### config.mk
export PLATFORM = sky130hd
export DESIGN_NAME = sum_latch_uart_tx_n_flat
export DESIGN_NICKNAME = d
export VERILOG_FILES = /design/src/rtl/sum_latch_uart_tx_n_if.sv /design/src/rtl/sum_latch_uart_tx_n.sv /design/src/flat_wrapper.sv
export SDC_FILE = /design/constraint.sdc
export NUM_CORES = 1
export LEC_CHECK = 0
export CAP_MARGIN = 20
export CORE_ASPECT_RATIO = 1.5
export CORE_MARGIN = 5
export CORE_UTILIZATION = 45
export DETAILED_ROUTE_END_ITERATION = 7
export MAX_ROUTING_LAYER = met4
export PLACE_DENSITY_LB_ADDON = 0.05
export SLEW_MARGIN = 10
export SYNTH_ARGS = -nofsm -noshare
export SYNTH_HDL_FRONTEND = slang
export SYNTH_SLANG_ARGS = --single-unit
### constraint.sdc
create_clock -name clk -period 8.2 [get_ports clk]
set_input_delay 1.64 -clock clk [delete_from_list [all_inputs] [get_ports clk]]
set_output_delay 1.64 -clock clk [all_outputs]
set_load 0.03 [all_outputs]
### src/rtl/sum_latch_uart_tx_n_if.sv
// Operand/result bundle between the input-pin operand bus and the sum/latch/UART block.
interface sum_latch_uart_tx_n_if #(
    parameter int unsigned CH_W   = 8,
    parameter int unsigned NUM_CH = 4
);
    localparam int unsigned SUM_W = CH_W + $clog2(NUM_CH);

    logic [NUM_CH*CH_W-1:0] op_flat;
    logic [NUM_CH-1:0]      ch_mask;
    logic                   mode;
    logic                   latch;
    logic                   acc_clr;
    logic [SUM_W-1:0]       sum_q;
    logic                   busy;
    logic                   dropped;
    logic                   ovf;
    logic                   tx;

    modport master (
        output op_flat, ch_mask, mode, latch, acc_clr,
        input  sum_q, busy, dropped, ovf, tx
    );

    modport slave (
        input  op_flat, ch_mask, mode, latch, acc_clr,
        output sum_q, busy, dropped, ovf, tx
    );
endinterface

### src/rtl/sum_latch_uart_tx_n.sv
// Masked multi-channel sum (snapshot or accumulate), latched into a holding
// register and serialised LSB byte first over an 8N1 UART line (optional even parity).
module sum_latch_uart_tx_n #(
    parameter int unsigned CH_W         = 8,
    parameter int unsigned NUM_CH       = 4,
    parameter int unsigned CLKS_PER_BIT = 87,
    parameter int unsigned PARITY_EN    = 0
) (
    input  logic                  clk,
    input  logic                  rst,
    sum_latch_uart_tx_n_if.slave  bus
);
    localparam int unsigned SUM_W  = CH_W + $clog2(NUM_CH);
    localparam int unsigned NBYTES = (SUM_W + 7) / 8;
    localparam int unsigned PAD_W  = NBYTES * 8;
    localparam int unsigned CNT_W  = (CLKS_PER_BIT > 1) ? $clog2(CLKS_PER_BIT) : 1;
    localparam int unsigned BI_W   = (NBYTES > 1) ? $clog2(NBYTES) : 1;
    localparam logic [CNT_W-1:0] CNT_RELOAD = CNT_W'(CLKS_PER_BIT - 1);

    typedef enum logic [2:0] {
        S_IDLE,
        S_START,
        S_DATA,
        S_PARITY,
        S_STOP
    } state_t;

    state_t           state, state_n;
    logic [CNT_W-1:0] cnt, cnt_n;
    logic [2:0]       bit_idx, bit_idx_n, bit_nx;
    logic [BI_W-1:0]  byte_idx, byte_idx_n;
    logic             tx_r, tx_n;
    logic             busy_r, busy_n;

    logic [SUM_W-1:0] sum_s;
    logic [SUM_W-1:0] sum_q_r;
    logic [SUM_W-1:0] acc, acc_base, acc_sum;
    logic             acc_carry;
    logic             ovf_r, ovf_base;
    logic             dropped_r;
    logic             accept;
    logic [PAD_W-1:0] sum_pad;
    logic [7:0]       cur_byte;

    always_comb begin
        sum_s = '0;
        for (int unsigned i = 0; i < NUM_CH; i++) begin
            if (bus.ch_mask[i]) begin
                sum_s = sum_s + SUM_W'(bus.op_flat[i*CH_W +: CH_W]);
            end
        end
    end

    assign accept = bus.latch & ~busy_r;

    // Clear is applied before the add so clear+latch in one cycle yields acc = S.
    always_comb begin
        acc_base = bus.acc_clr ? '0 : acc;
        ovf_base = ~bus.acc_clr & ovf_r;
        {acc_carry, acc_sum} = {1'b0, acc_base} + {1'b0, sum_s};
    end

    always_ff @(posedge clk) begin
        if (rst) begin
            sum_q_r   <= '0;
            acc       <= '0;
            ovf_r     <= 1'b0;
            dropped_r <= 1'b0;
        end else begin
            dropped_r <= bus.latch & busy_r;
            if (accept) begin
                sum_q_r <= bus.mode ? acc_sum : sum_s;
            end
            if (accept && bus.mode) begin
                acc   <= acc_sum;
                ovf_r <= ovf_base | acc_carry;
            end else begin
                acc   <= acc_base;
                ovf_r <= ovf_base;
            end
        end
    end

    always_comb begin
        sum_pad = '0;
        sum_pad[SUM_W-1:0] = sum_q_r;
        cur_byte = sum_pad[byte_idx*8 +: 8];
    end

    assign bit_nx = bit_idx + 3'd1;

    always_ff @(posedge clk) begin
        if (rst) begin
            state    <= S_IDLE;
            cnt      <= '0;
            bit_idx  <= '0;
            byte_idx <= '0;
            tx_r     <= 1'b1;
            busy_r   <= 1'b0;
        end else begin
            state    <= state_n;
            cnt      <= cnt_n;
            bit_idx  <= bit_idx_n;
            byte_idx <= byte_idx_n;
            tx_r     <= tx_n;
            busy_r   <= busy_n;
        end
    end

    // tx_n is the line level for the state being entered, keeping tx a pure register.
    always_comb begin
        state_n    = state;
        cnt_n      = cnt;
        bit_idx_n  = bit_idx;
        byte_idx_n = byte_idx;
        tx_n       = tx_r;
        busy_n     = busy_r;
        case (state)
            S_IDLE: begin
                tx_n = 1'b1;
                if (accept) begin
                    state_n    = S_START;
                    cnt_n      = CNT_RELOAD;
                    bit_idx_n  = '0;
                    byte_idx_n = '0;
                    tx_n       = 1'b0;
                    busy_n     = 1'b1;
                end
            end
            S_START: begin
                if (cnt == '0) begin
                    state_n   = S_DATA;
                    cnt_n     = CNT_RELOAD;
                    bit_idx_n = '0;
                    tx_n      = cur_byte[0];
                end else begin
                    cnt_n = cnt - 1'b1;
                end
            end
            S_DATA: begin
                if (cnt == '0) begin
                    cnt_n = CNT_RELOAD;
                    if (bit_idx == 3'd7) begin
                        if (PARITY_EN != 0) begin
                            state_n = S_PARITY;
                            tx_n    = ^cur_byte;
                        end else begin
                            state_n = S_STOP;
                            tx_n    = 1'b1;
                        end
                    end else begin
                        bit_idx_n = bit_nx;
                        tx_n      = cur_byte[bit_nx];
                    end
                end else begin
                    cnt_n = cnt - 1'b1;
                end
            end
            S_PARITY: begin
                if (cnt == '0) begin
                    state_n = S_STOP;
                    cnt_n   = CNT_RELOAD;
                    tx_n    = 1'b1;
                end else begin
                    cnt_n = cnt - 1'b1;
                end
            end
            S_STOP: begin
                if (cnt == '0) begin
                    cnt_n = CNT_RELOAD;
                    if (32'(byte_idx) < NBYTES - 1) begin
                        byte_idx_n = byte_idx + 1'b1;
                        state_n    = S_START;
                        tx_n       = 1'b0;
                    end else begin
                        state_n = S_IDLE;
                        busy_n  = 1'b0;
                        tx_n    = 1'b1;
                    end
                end else begin
                    cnt_n = cnt - 1'b1;
                end
            end
            default: begin
                state_n = S_IDLE;
                tx_n    = 1'b1;
                busy_n  = 1'b0;
            end
        endcase
    end

    assign bus.sum_q   = sum_q_r;
    assign bus.busy    = busy_r;
    assign bus.dropped = dropped_r;
    assign bus.ovf     = ovf_r;
    assign bus.tx      = tx_r;
endmodule

### src/flat_wrapper.sv
// flat-port wrapper written by rule: the top's interface ports become plain ports
module sum_latch_uart_tx_n_flat 
#(
    parameter int unsigned CH_W         = 8,
    parameter int unsigned NUM_CH       = 4,
    parameter int unsigned CLKS_PER_BIT = 87,
    parameter int unsigned PARITY_EN    = 0
)
  (clk, rst, bus_op_flat, bus_ch_mask, bus_mode, bus_latch, bus_acc_clr, bus_sum_q, bus_busy, bus_dropped, bus_ovf, bus_tx);
  sum_latch_uart_tx_n_if #(.CH_W(CH_W), .NUM_CH(NUM_CH)) bus_i ();
  input  logic clk;
  input  logic rst;
  input wire logic [$bits(bus_i.op_flat)-1:0] bus_op_flat;
  input wire logic [$bits(bus_i.ch_mask)-1:0] bus_ch_mask;
  input wire logic [$bits(bus_i.mode)-1:0] bus_mode;
  input wire logic [$bits(bus_i.latch)-1:0] bus_latch;
  input wire logic [$bits(bus_i.acc_clr)-1:0] bus_acc_clr;
  output wire logic [$bits(bus_i.sum_q)-1:0] bus_sum_q;
  output wire logic [$bits(bus_i.busy)-1:0] bus_busy;
  output wire logic [$bits(bus_i.dropped)-1:0] bus_dropped;
  output wire logic [$bits(bus_i.ovf)-1:0] bus_ovf;
  output wire logic [$bits(bus_i.tx)-1:0] bus_tx;
  assign bus_i.op_flat = bus_op_flat;
  assign bus_i.ch_mask = bus_ch_mask;
  assign bus_i.mode = bus_mode;
  assign bus_i.latch = bus_latch;
  assign bus_i.acc_clr = bus_acc_clr;
  assign bus_sum_q = bus_i.sum_q;
  assign bus_busy = bus_i.busy;
  assign bus_dropped = bus_i.dropped;
  assign bus_ovf = bus_i.ovf;
  assign bus_tx = bus_i.tx;
  sum_latch_uart_tx_n #(.CH_W(CH_W), .NUM_CH(NUM_CH), .CLKS_PER_BIT(CLKS_PER_BIT), .PARITY_EN(PARITY_EN)) u_core (.clk(clk), .rst(rst), .bus(bus_i));
endmodule
Word level (Yosys, flattened, before mapping) --
Cells that the tools add are included.
Storage, ports and cells: register bits after elaboration 38, input bits 41, output and inout port bits 14, word-level logic and storage cells 97
Operators by class: add/subtract/negate cells 7, $lt $le $gt $ge 2, equality and inequality tests 14, shifts and indexed selects 1, mux-type cells 42, bitwise operators 7, reduce and logical (&&, ||, !) cells 14
Operators by type and width (number):
- 2-to-1 mux 10 bit | 6
- 2-to-1 mux 3 bit | 10
- adder 10 x 8 -> 10 bit | 2
- 2-to-1 mux 1 bit | 16
- indexed part select 16 x 5 -> 8 bit | 1
- one-hot mux 3 bit (5 select lines) | 1
- 2-to-1 mux 7 bit | 2
- inequality test 2 x 1 -> 1 bit (second input constant) | 7
- one-hot mux 7 bit (2 select lines) | 1
- AND reduction 4 bit | 3
- adder 10 x 10 -> 11 bit | 1
- adder 8 x 8 -> 9 bit | 1
- one-hot mux 3 bit (3 select lines) | 1
- 2-to-1 mux 8 bit | 1
- logical NOT 7 bit | 1
- subtractor 7 x 1 -> 7 bit (second input constant) | 1
- == test 3 x 2 -> 1 bit (second input constant) | 2
- == test 3 bit (second input constant) | 2
- AND reduction 6 bit | 1
- one-hot mux 1 bit (5 select lines) | 1
- AND reduction 5 bit | 1
- < comparator 3 x 4 -> 1 bit (second input constant) | 1
- inequality test 2 bit (second input constant) | 2
- nonzero test 2 bit | 2
- 16 further kinds | 20

Logic depth before layout (Yosys ltp) --
word-level depth 10, depth in mapped cells 29, gate-level depth less buffers 28

Least setup slack after synthesis --
Ideal clock, no wire load.
path kind input to register, start point input port bus_ch_mask[0], end point register u_core.sum_q_r[9] (netlist: u_core.bus.sum_q[9]), setup time 0.126 ns, arrival time 6.326 ns, required time 8.074 ns, setup slack 1.748 ns, cell stages on the path 27, path buffers 1, cells stage by stage buf_2 nand2_1 inv_1 ha_1 a21o_1 a21oi_1 xnor2_1 nand2_1 xor2_1 ha_1 o21a_1 a21o_1 a211o_1 a21oi_1 nor2_1 ha_1 or2_2 o221ai_1 o31ai_1 ha_1 or2_2 o22ai_1 nor3_1 or3_1 nand3_1 a21o_1 o211ai_1
Between the ends: cells in the longest elaborated chain, start to end 9
RTL lines:
- from (decl) | RTL line flat_wrapper.sv:14 | input wire logic [$bits(bus_i.ch_mask)-1:0] bus_ch_mask;
- 2-to-1 mux 8 bit * | RTL line sum_latch_uart_tx_n.sv:48 | if (bus.ch_mask[i]) begin
- adder 8 x 8 -> 9 bit | RTL line sum_latch_uart_tx_n.sv:49 | sum_s = sum_s + SUM_W'(bus.op_flat[i*CH_W +: CH_W]);
- 2-to-1 mux 10 bit * | RTL line sum_latch_uart_tx_n.sv:48
- adder 10 x 8 -> 10 bit | RTL line sum_latch_uart_tx_n.sv:49
- 2-to-1 mux 10 bit * | RTL line sum_latch_uart_tx_n.sv:48
- adder 10 x 8 -> 10 bit | RTL line sum_latch_uart_tx_n.sv:49
- 2-to-1 mux 10 bit * | RTL line sum_latch_uart_tx_n.sv:48
- adder 10 x 10 -> 11 bit | RTL line sum_latch_uart_tx_n.sv:60 | {acc_carry, acc_sum} = {1'b0, acc_base} + {1'b0, sum_s};
- 2-to-1 mux 10 bit * | RTL line sum_latch_uart_tx_n.sv:72 | sum_q_r <= bus.mode ? acc_sum : sum_s;
- to (signal assigned) | RTL line sum_latch_uart_tx_n.sv:72
- to (decl) | RTL line sum_latch_uart_tx_n.sv:36 | logic [SUM_W-1:0] sum_q_r;
Every way passes the cells marked *; elsewhere a longest branch is shown, timed or not. A chain may end at the register's enable or synchronous reset.

Worst setup path in the final report --
Same ends and word-level chain as after synthesis.

==> results.cfg <==
[routing]
drt_pass1_iterations = 4
ant_nets = 0
vias_per_cell = 5.70
drcViolationCount = 0
wl_per_cell_um = 15.6
vias = 3605
drt-total-wl_mm = 9.88
drtIter0Drc = 110

[clocking]
post_cts_buffers = 0
insertion_delay_ps = 290
clockRootBuffer = clkbuf_16
cts_resized = 0
clock_path_buffers = 2
cts_tree = yes
h-tree-depth = 2
postCtsHoldBufs = 0
path_clk_slew_ps = 60
cts_buffers = 5
clock_sinks = 38

[synth]
synth_top_flop_cell = dfxtp_1
synth_top_area_frac = 0.206
synth_common_cells = nand2_1, nor2_1, a21oi_1, dfxtp_1, ha_1
synth_top_family_by_area = compound AO/OA/AOI/OAI gates
syn_nets = 566
synth_warnings = 0
yosysMostFrequentCell = nand2_1
synth_xor_area_frac = 0.0545
synthMuxAreaShare = 0.0460
synth_seq_cells = 38
yosys.area_share.adder = 0.147
synthCells = 484
synthSimpleGateAreaFrac = 0.224
async_flop_share = 0
synth_compound_gate_area_share = 0.275
synth_seq_area_share = 0.206
synth-edff-count = 0
synth.avg_cell_area_um2 = 7.64
syn_area_um2 = 3700
post-synth-top-area-cell = dfxtp_1
synth_cell_types = 59
netlist_top_cells_area = dfxtp_1, ha_1, a21oi_1, nand2_1, nor2_1

[sta]
worst_pin_slew_ps = 798
min_period_over_period = 0.892
fin_setup_tns_ps = 0
setup-violations-final = 0
max_freq_mhz = 137
rsz0062_at_grt = no
hold_viol = 0
skew_ps = 3.97
min_period_ps = 7320
slew_headroom = 0.467
slew_viol_final = 0
hold_ws_ps = 458

[pwr]
peakVddDrop_mv = 0.119
clkPwrFrac = 0.235
intPower_w = 0.000511
leakagePower_nw = 1.84
swShare = 0.392
p_comb_frac = 0.488
switching_power_w = 0.000329
power_frac_seq = 0.276
cellPowerDensity_nw_per_um2 = 189

[cells_and_area]
fin_nets = 608
area_growth_pct = 20.4
drive_above_1_share = 0.0588
antenna_cells = 0
layout.cells.non_filler = 632

[run]
max_cap_violations = 0

[setup_path]
crit_family = compound AO/OA/AOI/OAI gates
setup.worst_path.start_class = input port
slowest_delay_ps = 660
cp-end-kind = register
reg2reg_from = u_core.acc[0]
required_ps = 8360
critPathBufInv = 2
cp.arrival_ps = 7480
crit_path_frequent_cell = ha_1
cp-startpoint = bus_ch_mask[0]
worstSetupPathType = input port to register
critPathMaxFanout = 11
slowest_stage = clkdlybuf4s50_1

[global_routing]
antenna_found_initial = 0
grtUsageMet2 = 0.388
track_usage = 0.205
grt_pass1_vias = 3607
grt_busiest_layer = met2
grt_use_met1 = 0.210
grt_start_max_net_pins = 37
grt_use_met3 = 0.0251
grt_pass1_wl_mm = 16.5
grt-ovfl-total = 0

[floorplan]
initial_core_util = 0.462
io_pins = 55
row_count = 40
die_w_um = 84.0
die_h_um = 121
dieArea_um2 = 10200
core_area_um2 = 8010

[outcome]
status = finished clean

[placement]
hpwl_mm = 7.99
dp.cells = 624
port-buffer-count = 54
gp_congestion = 0.921

[worst_hold_path]
hold_path.class = register to register
hp-start = u_core.bit_idx[1]
-- final cells by class --
| cell class | count | area, um2 |
|---|---|---|
| Inverter | 25 | 93.8 |
| Timing Repair Buffer | 56 | 556 |
| Tap cell | 105 | 131 |
| Multi-Input combinational cell | 400 | 2760 |
| Sequential cell | 38 | 761 |
| Fill cell | 823 | 3550 |
| Clock buffer | 6 | 139 |
| Clock inverter | 2 | 12.5 |
-- registers in the layout, summed over array words and instances, names as in the netlist --
register            count
u_core.acc             10
u_core.bus.sum_q       10
u_core.cnt              7
u_core.bit_idx          3
u_core.state            3
u_core.bus.busy         1
u_core.bus.dropped      1
u_core.bus.ovf          1
u_core.bus.tx           1
u_core.byte_idx         1
-- power by group through the flow --
| stage | clock [W] | sequential (W) | combinational (W) |
|---|---|---|---|
| 5_1_grt | 0.000211 | 0.000237 | 0.000460 |
| 4_1_cts | 0.000203 | 0.000232 | 0.000412 |
| 3_3_place_gp | 0 | 0.000236 | 0.000404 |
| 2_1_floorplan | 0 | 0.000244 | 0.000296 |
| 3_5_place_dp | 0 | 0.000236 | 0.000409 |
| 6_report | 0.000198 | 0.000232 | 0.000410 |
-- final timing paths --
| check | endpoint | slack, ps | cells after the start |
|---|---|---|---|
| min | u_core.bit_idx[1] | 460 | 2 |
| max reg2reg | u_core.bus.sum_q[6] | 5600 | 10 |
| min reg2reg | u_core.bit_idx[1] | 460 | 2 |
| max | u_core.bus.sum_q[9] | 880 | 26 |
-- routing by layer --
metal | share of wire | up-vias
met5 | 0 | -
met4 | 0.031 | 0
met3 | 0.044 | 21
met2 | 0.53 | 86
met1 | 0.40 | 1663
li1 | - | 1835
-- tightest hold or removal path, cell delays in order, from the launching register on --
cell and delay, ps:
dfxtp_1 310, nand2_1 50, a21oi_1 50
-- cell families (layout without fill, tap and decap cells) --
kind of cell               after synthesis  after routing
DFF                                     38             38
AOI/OAI and AO/OA                      153            153
muxes                                   15             15
and+or+nand+nor                        168            168
xor gates and xnor gates                23             23
buffers and inverters                   46             89
adders and majority gates               41             41
-- cell usage in the layout, fill, tap and decap left out, drive strengths merged, types with 3 or more instances in the layout --
master | Yosys | final
or3 | 4 | 4
nor3b | 4 | 4
nand3 | 7 | 7
a211oi | 9 | 9
clkbuf | 19 | 6
o211ai | 9 | 9
or2 | 7 | 7
xor2 | 10 | 10
and2 | 5 | 5
nor3 | 19 | 19
a21oi | 41 | 41
a211o | 4 | 4
mux2i | 8 | 8
fa | 4 | 4
xnor2 | 13 | 13
a32oi | 3 | 3
mux2 | 6 | 6
a21o | 15 | 15
inv | 23 | 23
ha | 37 | 37
clkinv | 2 | 3
nand2 | 46 | 46
nor2b | 16 | 16
nand4 | 4 | 4
nor2 | 40 | 40
o21a | 13 | 13
o21ai | 30 | 30
nand3b | 3 | 3
clkdlybuf4s50 | 0 | 54
dfxtp | 38 | 38
nand2b | 6 | 6
a31oi | 5 | 5
o21bai | 3 | 3
o31ai | 4 | 4
-- through the flow --
step	instance area, um2	utilization	setup WS, ps	power, W
after floorplan	3700	-	1750	0.000539
after global routing	4450	0.556	395	0.000907
after CTS	4450	0.556	849	0.000847
final	4450	0.556	882	0.000840
after detailed placement	4300	0.537	575	0.000645
after global placement	4300	0.537	625	0.000640
Power figures use the tool's default switching activity.
